## src/rtl/vram_pkg.sv

```systemverilog
// Shared types and defaults for the VRAM line arbiter.
package vram_pkg;

  typedef enum logic [1:0] {
    IDLE  = 2'd0,
    FETCH = 2'd1,
    DRAIN = 2'd2
  } state_t;

  // Bit positions inside the sticky err vector.
  localparam int ERR_OVERRUN  = 0;
  localparam int ERR_BAD_LINE = 1;

  localparam int DEF_WORDS_PER_LINE = 40;
  localparam int DEF_LINES          = 480;
  localparam int DEF_RD_LATENCY     = 2;

endpackage

```

## src/rtl/vram_line_arbiter_rd_valid_pipe.sv

```systemverilog
// Fixed-depth shift register tracking in-flight reads (valid + line-buffer index).
module rd_valid_pipe
  import vram_pkg::*;
#(
  parameter int DEPTH = DEF_RD_LATENCY,
  parameter int WIDTH = 7
) (
  input  logic             CLK_40,
  input  logic             clear,
  input  logic [WIDTH-1:0] din,
  output logic [WIDTH-1:0] dout
);

  logic [WIDTH-1:0] stage [DEPTH];

  // Shift one slot per cycle; clear drops everything in flight.
  always_ff @(posedge CLK_40) begin
    if (clear) begin
      for (int i = 0; i < DEPTH; i++) begin
        stage[i] <= '0;
      end
    end else begin
      stage[0] <= din;
      for (int i = 1; i < DEPTH; i++) begin
        stage[i] <= stage[i-1];
      end
    end
  end

  assign dout = stage[DEPTH-1];

endmodule

```

## src/rtl/vram_line_arbiter.sv

```systemverilog
// Arbitrates one single-port VRAM between display line prefetch bursts
// (priority, hard deadline) and the frame loader's write stream.
module vram_line_arbiter
  import vram_pkg::*;
#(
  parameter int ADDR_WIDTH     = 16,
  parameter int DATA_WIDTH     = 16,
  parameter int WORDS_PER_LINE = DEF_WORDS_PER_LINE,
  parameter int LINES          = DEF_LINES,
  parameter int RD_LATENCY     = DEF_RD_LATENCY,
  parameter int LB_AW          = $clog2(WORDS_PER_LINE),
  parameter int LINE_W         = $clog2(LINES)
) (
  input  logic                  CLK_40,
  input  logic                  reset,
  input  logic                  line_req,
  input  logic [LINE_W-1:0]     line_idx,
  output logic                  fetch_busy,
  output logic                  lb_wr_en,
  output logic [LB_AW-1:0]      lb_wr_addr,
  output logic [DATA_WIDTH-1:0] lb_wr_data,
  input  logic                  wr_valid,
  output logic                  wr_ready,
  input  logic [ADDR_WIDTH-1:0] wr_addr,
  input  logic [DATA_WIDTH-1:0] wr_data,
  output logic                  mem_en,
  output logic                  mem_we,
  output logic [ADDR_WIDTH-1:0] mem_addr,
  output logic [DATA_WIDTH-1:0] mem_wdata,
  input  logic [DATA_WIDTH-1:0] mem_rdata,
  input  logic                  err_clr,
  output logic [1:0]            err
);

  // The last word of the last valid line must be addressable.
  if (longint'(LINES) * longint'(WORDS_PER_LINE) > (longint'(1) << ADDR_WIDTH)) begin : g_addr_overflow
    $error("vram_line_arbiter: LINES*WORDS_PER_LINE exceeds the ADDR_WIDTH address space");
  end
  if (RD_LATENCY < 1) begin : g_bad_latency
    $error("vram_line_arbiter: RD_LATENCY must be at least 1");
  end

  localparam logic [LB_AW-1:0]      LAST_IDX = LB_AW'(WORDS_PER_LINE - 1);
  localparam logic [ADDR_WIDTH-1:0] WPL_A    = ADDR_WIDTH'(WORDS_PER_LINE);

  state_t                  state, next_state;
  logic [ADDR_WIDTH-1:0]   base, base_next, line_base;
  logic [LB_AW-1:0]        rd_cnt, rd_cnt_next;
  logic                    idx_ok, start, last_rd, last_lb, wr_fire;
  logic                    mem_en_next, mem_we_next;
  logic [ADDR_WIDTH-1:0]   mem_addr_next;
  logic [DATA_WIDTH-1:0]   mem_wdata_next;
  logic [1:0]              err_set;
  logic [LB_AW:0]          pipe_in, pipe_out;

  assign idx_ok     = (32'(line_idx) < 32'(LINES));
  assign line_base  = ADDR_WIDTH'(line_idx) * WPL_A;
  assign start      = (state == IDLE) && line_req && idx_ok;
  assign wr_ready   = (state != FETCH) && !((state == IDLE) && line_req) && !reset;
  assign wr_fire    = wr_valid && wr_ready;
  assign last_rd    = (rd_cnt == LAST_IDX);
  assign last_lb    = lb_wr_en && (lb_wr_addr == LAST_IDX);
  assign fetch_busy = (state != IDLE);

  assign err_set[ERR_OVERRUN]  = line_req && (state != IDLE);
  assign err_set[ERR_BAD_LINE] = line_req && (state == IDLE) && !idx_ok;

  // The read visible on the RAM port this cycle enters the return pipeline,
  // so its data meets the line buffer RD_LATENCY cycles later.
  assign pipe_in    = {(state == FETCH), rd_cnt};
  assign lb_wr_en   = pipe_out[LB_AW];
  assign lb_wr_addr = pipe_out[LB_AW-1:0];
  assign lb_wr_data = lb_wr_en ? mem_rdata : '0;

  rd_valid_pipe #(
    .DEPTH (RD_LATENCY),
    .WIDTH (LB_AW + 1)
  ) u_rd_valid_pipe (
    .CLK_40 (CLK_40),
    .clear  (reset),
    .din    (pipe_in),
    .dout   (pipe_out)
  );

  // Burst sequencing: next state, burst base and read counter.
  always_comb begin
    next_state  = state;
    base_next   = base;
    rd_cnt_next = rd_cnt;
    case (state)
      IDLE: begin
        if (start) begin
          next_state  = FETCH;
          base_next   = line_base;
          rd_cnt_next = '0;
        end else begin
          next_state  = IDLE;
        end
      end
      FETCH: begin
        if (last_rd) begin
          next_state  = DRAIN;
        end else begin
          next_state  = FETCH;
          rd_cnt_next = rd_cnt + LB_AW'(1);
        end
      end
      DRAIN: begin
        if (last_lb) begin
          next_state  = IDLE;
          rd_cnt_next = '0;
        end else begin
          next_state  = DRAIN;
        end
      end
      default: begin
        next_state  = IDLE;
        rd_cnt_next = '0;
      end
    endcase
  end

  // RAM port request for the next cycle: burst reads first, loader writes in the gaps.
  // mem_addr always equals base+rd_cnt while in FETCH, so the first read is set up on entry.
  always_comb begin
    mem_en_next    = 1'b0;
    mem_we_next    = 1'b0;
    mem_addr_next  = mem_addr;
    mem_wdata_next = mem_wdata;
    if (start) begin
      mem_en_next   = 1'b1;
      mem_addr_next = line_base;
    end else if ((state == FETCH) && !last_rd) begin
      mem_en_next   = 1'b1;
      mem_addr_next = base + ADDR_WIDTH'(rd_cnt) + ADDR_WIDTH'(1);
    end else if (wr_fire) begin
      mem_en_next    = 1'b1;
      mem_we_next    = 1'b1;
      mem_addr_next  = wr_addr;
      mem_wdata_next = wr_data;
    end else begin
      mem_en_next = 1'b0;
    end
  end

  // Control state and registered RAM port outputs.
  always_ff @(posedge CLK_40) begin
    if (reset) begin
      state     <= IDLE;
      base      <= '0;
      rd_cnt    <= '0;
      mem_en    <= 1'b0;
      mem_we    <= 1'b0;
      mem_addr  <= '0;
      mem_wdata <= '0;
    end else begin
      state     <= next_state;
      base      <= base_next;
      rd_cnt    <= rd_cnt_next;
      mem_en    <= mem_en_next;
      mem_we    <= mem_we_next;
      mem_addr  <= mem_addr_next;
      mem_wdata <= mem_wdata_next;
    end
  end

  // Sticky error flags; a clear wins over a same-cycle set.
  always_ff @(posedge CLK_40) begin
    if (reset) begin
      err <= 2'b00;
    end else if (err_clr) begin
      err <= 2'b00;
    end else begin
      err <= err | err_set;
    end
  end

endmodule

```

## config.mk

```make
export PLATFORM = sky130hd
export DESIGN_NAME = vram_line_arbiter
export DESIGN_NICKNAME = d
export VERILOG_FILES = /design/src/rtl/vram_pkg.sv /design/src/rtl/vram_line_arbiter_rd_valid_pipe.sv /design/src/rtl/vram_line_arbiter.sv
export SDC_FILE = /design/constraint.sdc
export NUM_CORES = 1
export LEC_CHECK = 0
export BUFFER_PORTS_ARGS = -buffer_cell sky130_fd_sc_hd__buf_2
export CAP_MARGIN = 20
export CORE_UTILIZATION = 54
export DETAILED_ROUTE_END_ITERATION = 10
export GPL_TIMING_DRIVEN = 0
export HOLD_SLACK_MARGIN = 0.06
export PLACE_DENSITY = 0.83
export RECOVER_POWER = 25
export SLEW_MARGIN = 20
export SYNTH_ARGS = -nofsm -noshare
export SYNTH_HDL_FRONTEND = slang
export SYNTH_SLANG_ARGS = --single-unit
```

## constraint.sdc

```tcl
create_clock -name CLK_40 -period 3.81 [get_ports CLK_40]
set_input_delay 0.381 -clock CLK_40 [delete_from_list [all_inputs] [get_ports CLK_40]]
set_output_delay 0.381 -clock CLK_40 [all_outputs]
set_load 0.02 [all_outputs]
```

==> flow_metrics.py <==
metrics = {
    "min_path": {
        "hold_depth": 2,
        "holdCritPathClass": "in -> reg",
    },
    "synth": {
        "ys_seq_elements": 70,
        "yosys.area_share.simple_pct": 24.5,
        "synthFlopType": "dfxtp_1",
        "netlist_area_um2": 3560,
        "synth_compound_area_share_pct": 21.1,
        "synthTopCellsByArea": "dfxtp_1 39%, nand2_1 7.2%, ha_1 6.3%, a21oi_1 5.3%, nor2_1 3.4%",
        "synth.area.mux_share_pct": 1.19,
        "synth.most_common_cell": "dfxtp_1",
        "postSynthNetCount": 511,
        "yosysSeqAreaShare_pct": 39.3,
        "synth_cell_type_count": 62,
        "synth-xor-area-share_pct": 1.72,
        "syn_area_per_cell_um2": 8.29,
        "synth_edf_count": 0,
        "async_flop_share_pct": 0,
        "yosysWarnings": 0,
        "synth_cells": 430,
        "synth_top_area_cell": "dfxtp_1",
        "netlist.area_leader.share_pct": 39.3,
        "ys_top_cells_by_count": "70 x dfxtp_1, 68 x nand2_1, 38 x a21oi_1",
        "synth_top_family_by_area": "simple AND/OR/NAND/NOR gates",
        "synth_fa_ha_area_share_pct": 6.88,
    },
    "sta": {
        "maxSlewHeadroom_pct": 59.4,
        "finalSetupTns_ns": 0,
        "finalSetupViolCount": 0,
        "fin_skew_ns": 0.00868,
        "slew_viol_final": 0,
        "period_needed_ns": 2.37,
        "hold_viol_final": 0,
        "fmax_mhz": 422,
        "tightest_slew_ns": 0.603,
        "fin_crit_sh_pct": 62.3,
        "finalWorstSetupSlack_ns": 1.44,
        "grt_setup_unrepaired": "no",
    },
    "placed_design": {
        "placed_cell_area_um2": 4270,
        "dpl_worst_slack_ns": 1.14,
        "placed_cells": 629,
        "dp_hpwl_um": 7310,
        "globalplace.congestion": 0.913,
        "port_buffers": 122,
    },
    "pwr": {
        "ir_drop_v": 0.000344,
        "p_per_area_nw_per_um2": 403,
        "power.leakage_uw": 0.00204,
    },
    "clocking": {
        "cts_buffers": 9,
        "postCtsSetupBuffers": 0,
        "cts_root_buf": "clkbuf_8",
        "clockBufferDepth": 2,
        "clkSinkCount": 70,
        "insertion_delay_ns": 0.35,
        "htreeDepth": 3,
        "clk_pin_slew_ns": 0.07,
        "cts_tree": "built",
        "ctsHoldBuffers": 0,
        "cts_resized": 0,
    },
    "setup_path": {
        "critical_path.top_delay_family": "compound AO/OA/AOI/OAI gates",
        "crit_arrival_ns": 2.58,
        "cp.buffers_inverters": 2,
        "ff2ff_path_depth": 6,
        "cp_slowest_cell": "o31ai_1",
        "cp_max_fo": 5,
        "crit_type": "in -> reg",
        "crit_chain": "buf_2, ha_1, ha_1, inv_1, fa_1, nor2b_1, o31ai_1, a21boi_0, o31ai_1, o32ai_1",
        "path_depth": 10,
        "critPathMaxStageDelay_ns": 0.51,
        "end_kind": "flip-flop",
        "cp.required_ns": 4.02,
        "start_kind": "primary input",
    },
    "finish": {
        "area_delta_synth_final_pct": 25.3,
        "fillCellCount": 531,
        "final_cell_area_um2": 4470,
        "fin_cells": 645,
        "drive_gt1_share_pct": 25.2,
        "finalNetCount": 644,
        "antenna_cells": 0,
    },
    "grt": {
        "grt_max_degree": 12,
        "grtUsageTotal_pct": 28.2,
        "antenna_found_initial": 0,
        "grt_first_pass_wirelength_um": 15600,
        "grt_pass1_vias": 3398,
        "grt_overflow_total": 0,
    },
    "floorplanning": {
        "die_y_um": 83.3,
        "die-area_um2": 6930,
        "core_um2": 6350,
        "io_pins": 123,
        "die_width_um": 83.3,
        "num_rows": 29,
        "start_util_pct": 56.1,
    },
    "routing": {
        "wire_per_inst_um": 15.1,
        "postRouteAntennaNets": 0,
        "via_per_inst": 5.67,
        "totalWireLength_um": 9750,
        "first_pass_iters": 5,
        "drcViolationCount": 0,
        "num_vias": 3654,
        "drt_iter0_drc": 280,
    },
    "run_status": {
        "outcome": "finished clean",
    },
    "job": {
        "cap_violations": 0,
    },
}
==> placed cells by master, fill, tap and decap left out, drive strengths merged, types with 3 or more instances in the layout <==
cell type	Yosys	routed
ha	18	18
nand2b	4	4
and2	19	19
nor2b	13	13
a21oi	38	38
o221ai	4	4
o21a	5	5
o21ai	19	19
and3	5	5
buf	16	118
nor2	33	33
xnor2	6	6
nand2	68	68
a211oi	10	10
o211a	3	3
clkbuf	12	46
nand3	12	12
or3	3	3
inv	11	11
nor3	11	11
dfxtp	70	70
o31ai	3	3
a311oi	8	8
==> cell type report <==
cell class	count	area, µm²	share of cell area [%]
Buffer	28	146	3.28
Clock buffer	14	183	4.09
Clock inverter	2	37.5	0.840
Inverter	11	41.3	0.924
Multi-Input combinational cell	321	1980	44.2
Sequential cell	70	1400	31.4
Tap cell	77	96.3	2.16
Timing Repair Buffer	122	586	13.1
==> metal layers <==
| metal | global-route usage, % | part of all wire, % | vias to the layer above |
|---|---|---|---|
| met1 | 34.8 | 42 | 1666 |
| met4 | 7.52 | 1.9 | 0 |
| met2 | 46.6 | 47 | 189 |
| li1 | - | - | 1779 |
| met5 | 0 | 0 | - |
| met3 | 9.94 | 8.8 | 20 |
==> worst paths after layout <==
| path | start | end | slack, ns |
|---|---|---|---|
| setup / recovery | line_idx[1] | mem_addr[12]$_SDFFE_PP0P_ | 1.44 |
| hold reg to reg | u_rd_valid_pipe.stage[0][1]$_SDFF_PP0_ | u_rd_valid_pipe.stage[0][8]$_SDFF_PP0_ | 0.44 |
| setup reg to reg | state[1]$_SDFF_PP0_ | mem_addr[5]$_SDFFE_PP0P_ | 1.52 |
| hold / removal | err_clr | err[0]$_SDFF_PP0_ | 0.20 |
==> report_power, final <==
part	internal, µW	leakage [µW]	switching (µW)	total (µW)
clock network	374	0.000109	272	647
logic	133	0.00136	216	349
registers	773	0.000571	31.2	805
total	1280	0.00204	520	1800
==> registers in the layout, indices dropped and copies added (netlist names) <==
| name | count |
|---|---|
| u_rd_valid_pipe.stage | 14 |
| mem_addr | 16 |
| mem_we | 1 |
| state | 2 |
| rd_cnt | 6 |
| mem_en | 1 |
| base | 12 |
| mem_wdata | 16 |
| err | 2 |
==> kinds of logic after synthesis <==
| kind of cell | after synthesis |
|---|---|
| xor gates and xnor gates | 7 |
| DFF | 70 |
| buffers and inverters | 39 |
| AOI/OAI and AO/OA | 111 |
| muxes | 4 |
| and+or+nand+nor | 180 |
| adders and majority gates | 19 |
==> worst reg2reg max path, stage by stage (launching register included) <==
cell	delay [ns]
dfxtp_1	0.37
nor3b_2	0.51
nand2_1	0.36
nand3_1	0.22
clkbuf_1	0.39
nor2_1	0.08
a311oi_1	0.27
==> through the flow <==
stage	util (%)	hold WS [ns]	total power, µW
6_report	70.3	0.199	1800
2_1_floorplan	-	0.414	1040
5_1_grt	70.3	0.195	1880
3_3_place_gp	67.3	0.418	1160
3_5_place_dp	67.3	0.427	1170
4_1_cts	70.7	0.194	1810
Power figures use the tool's default switching activity.
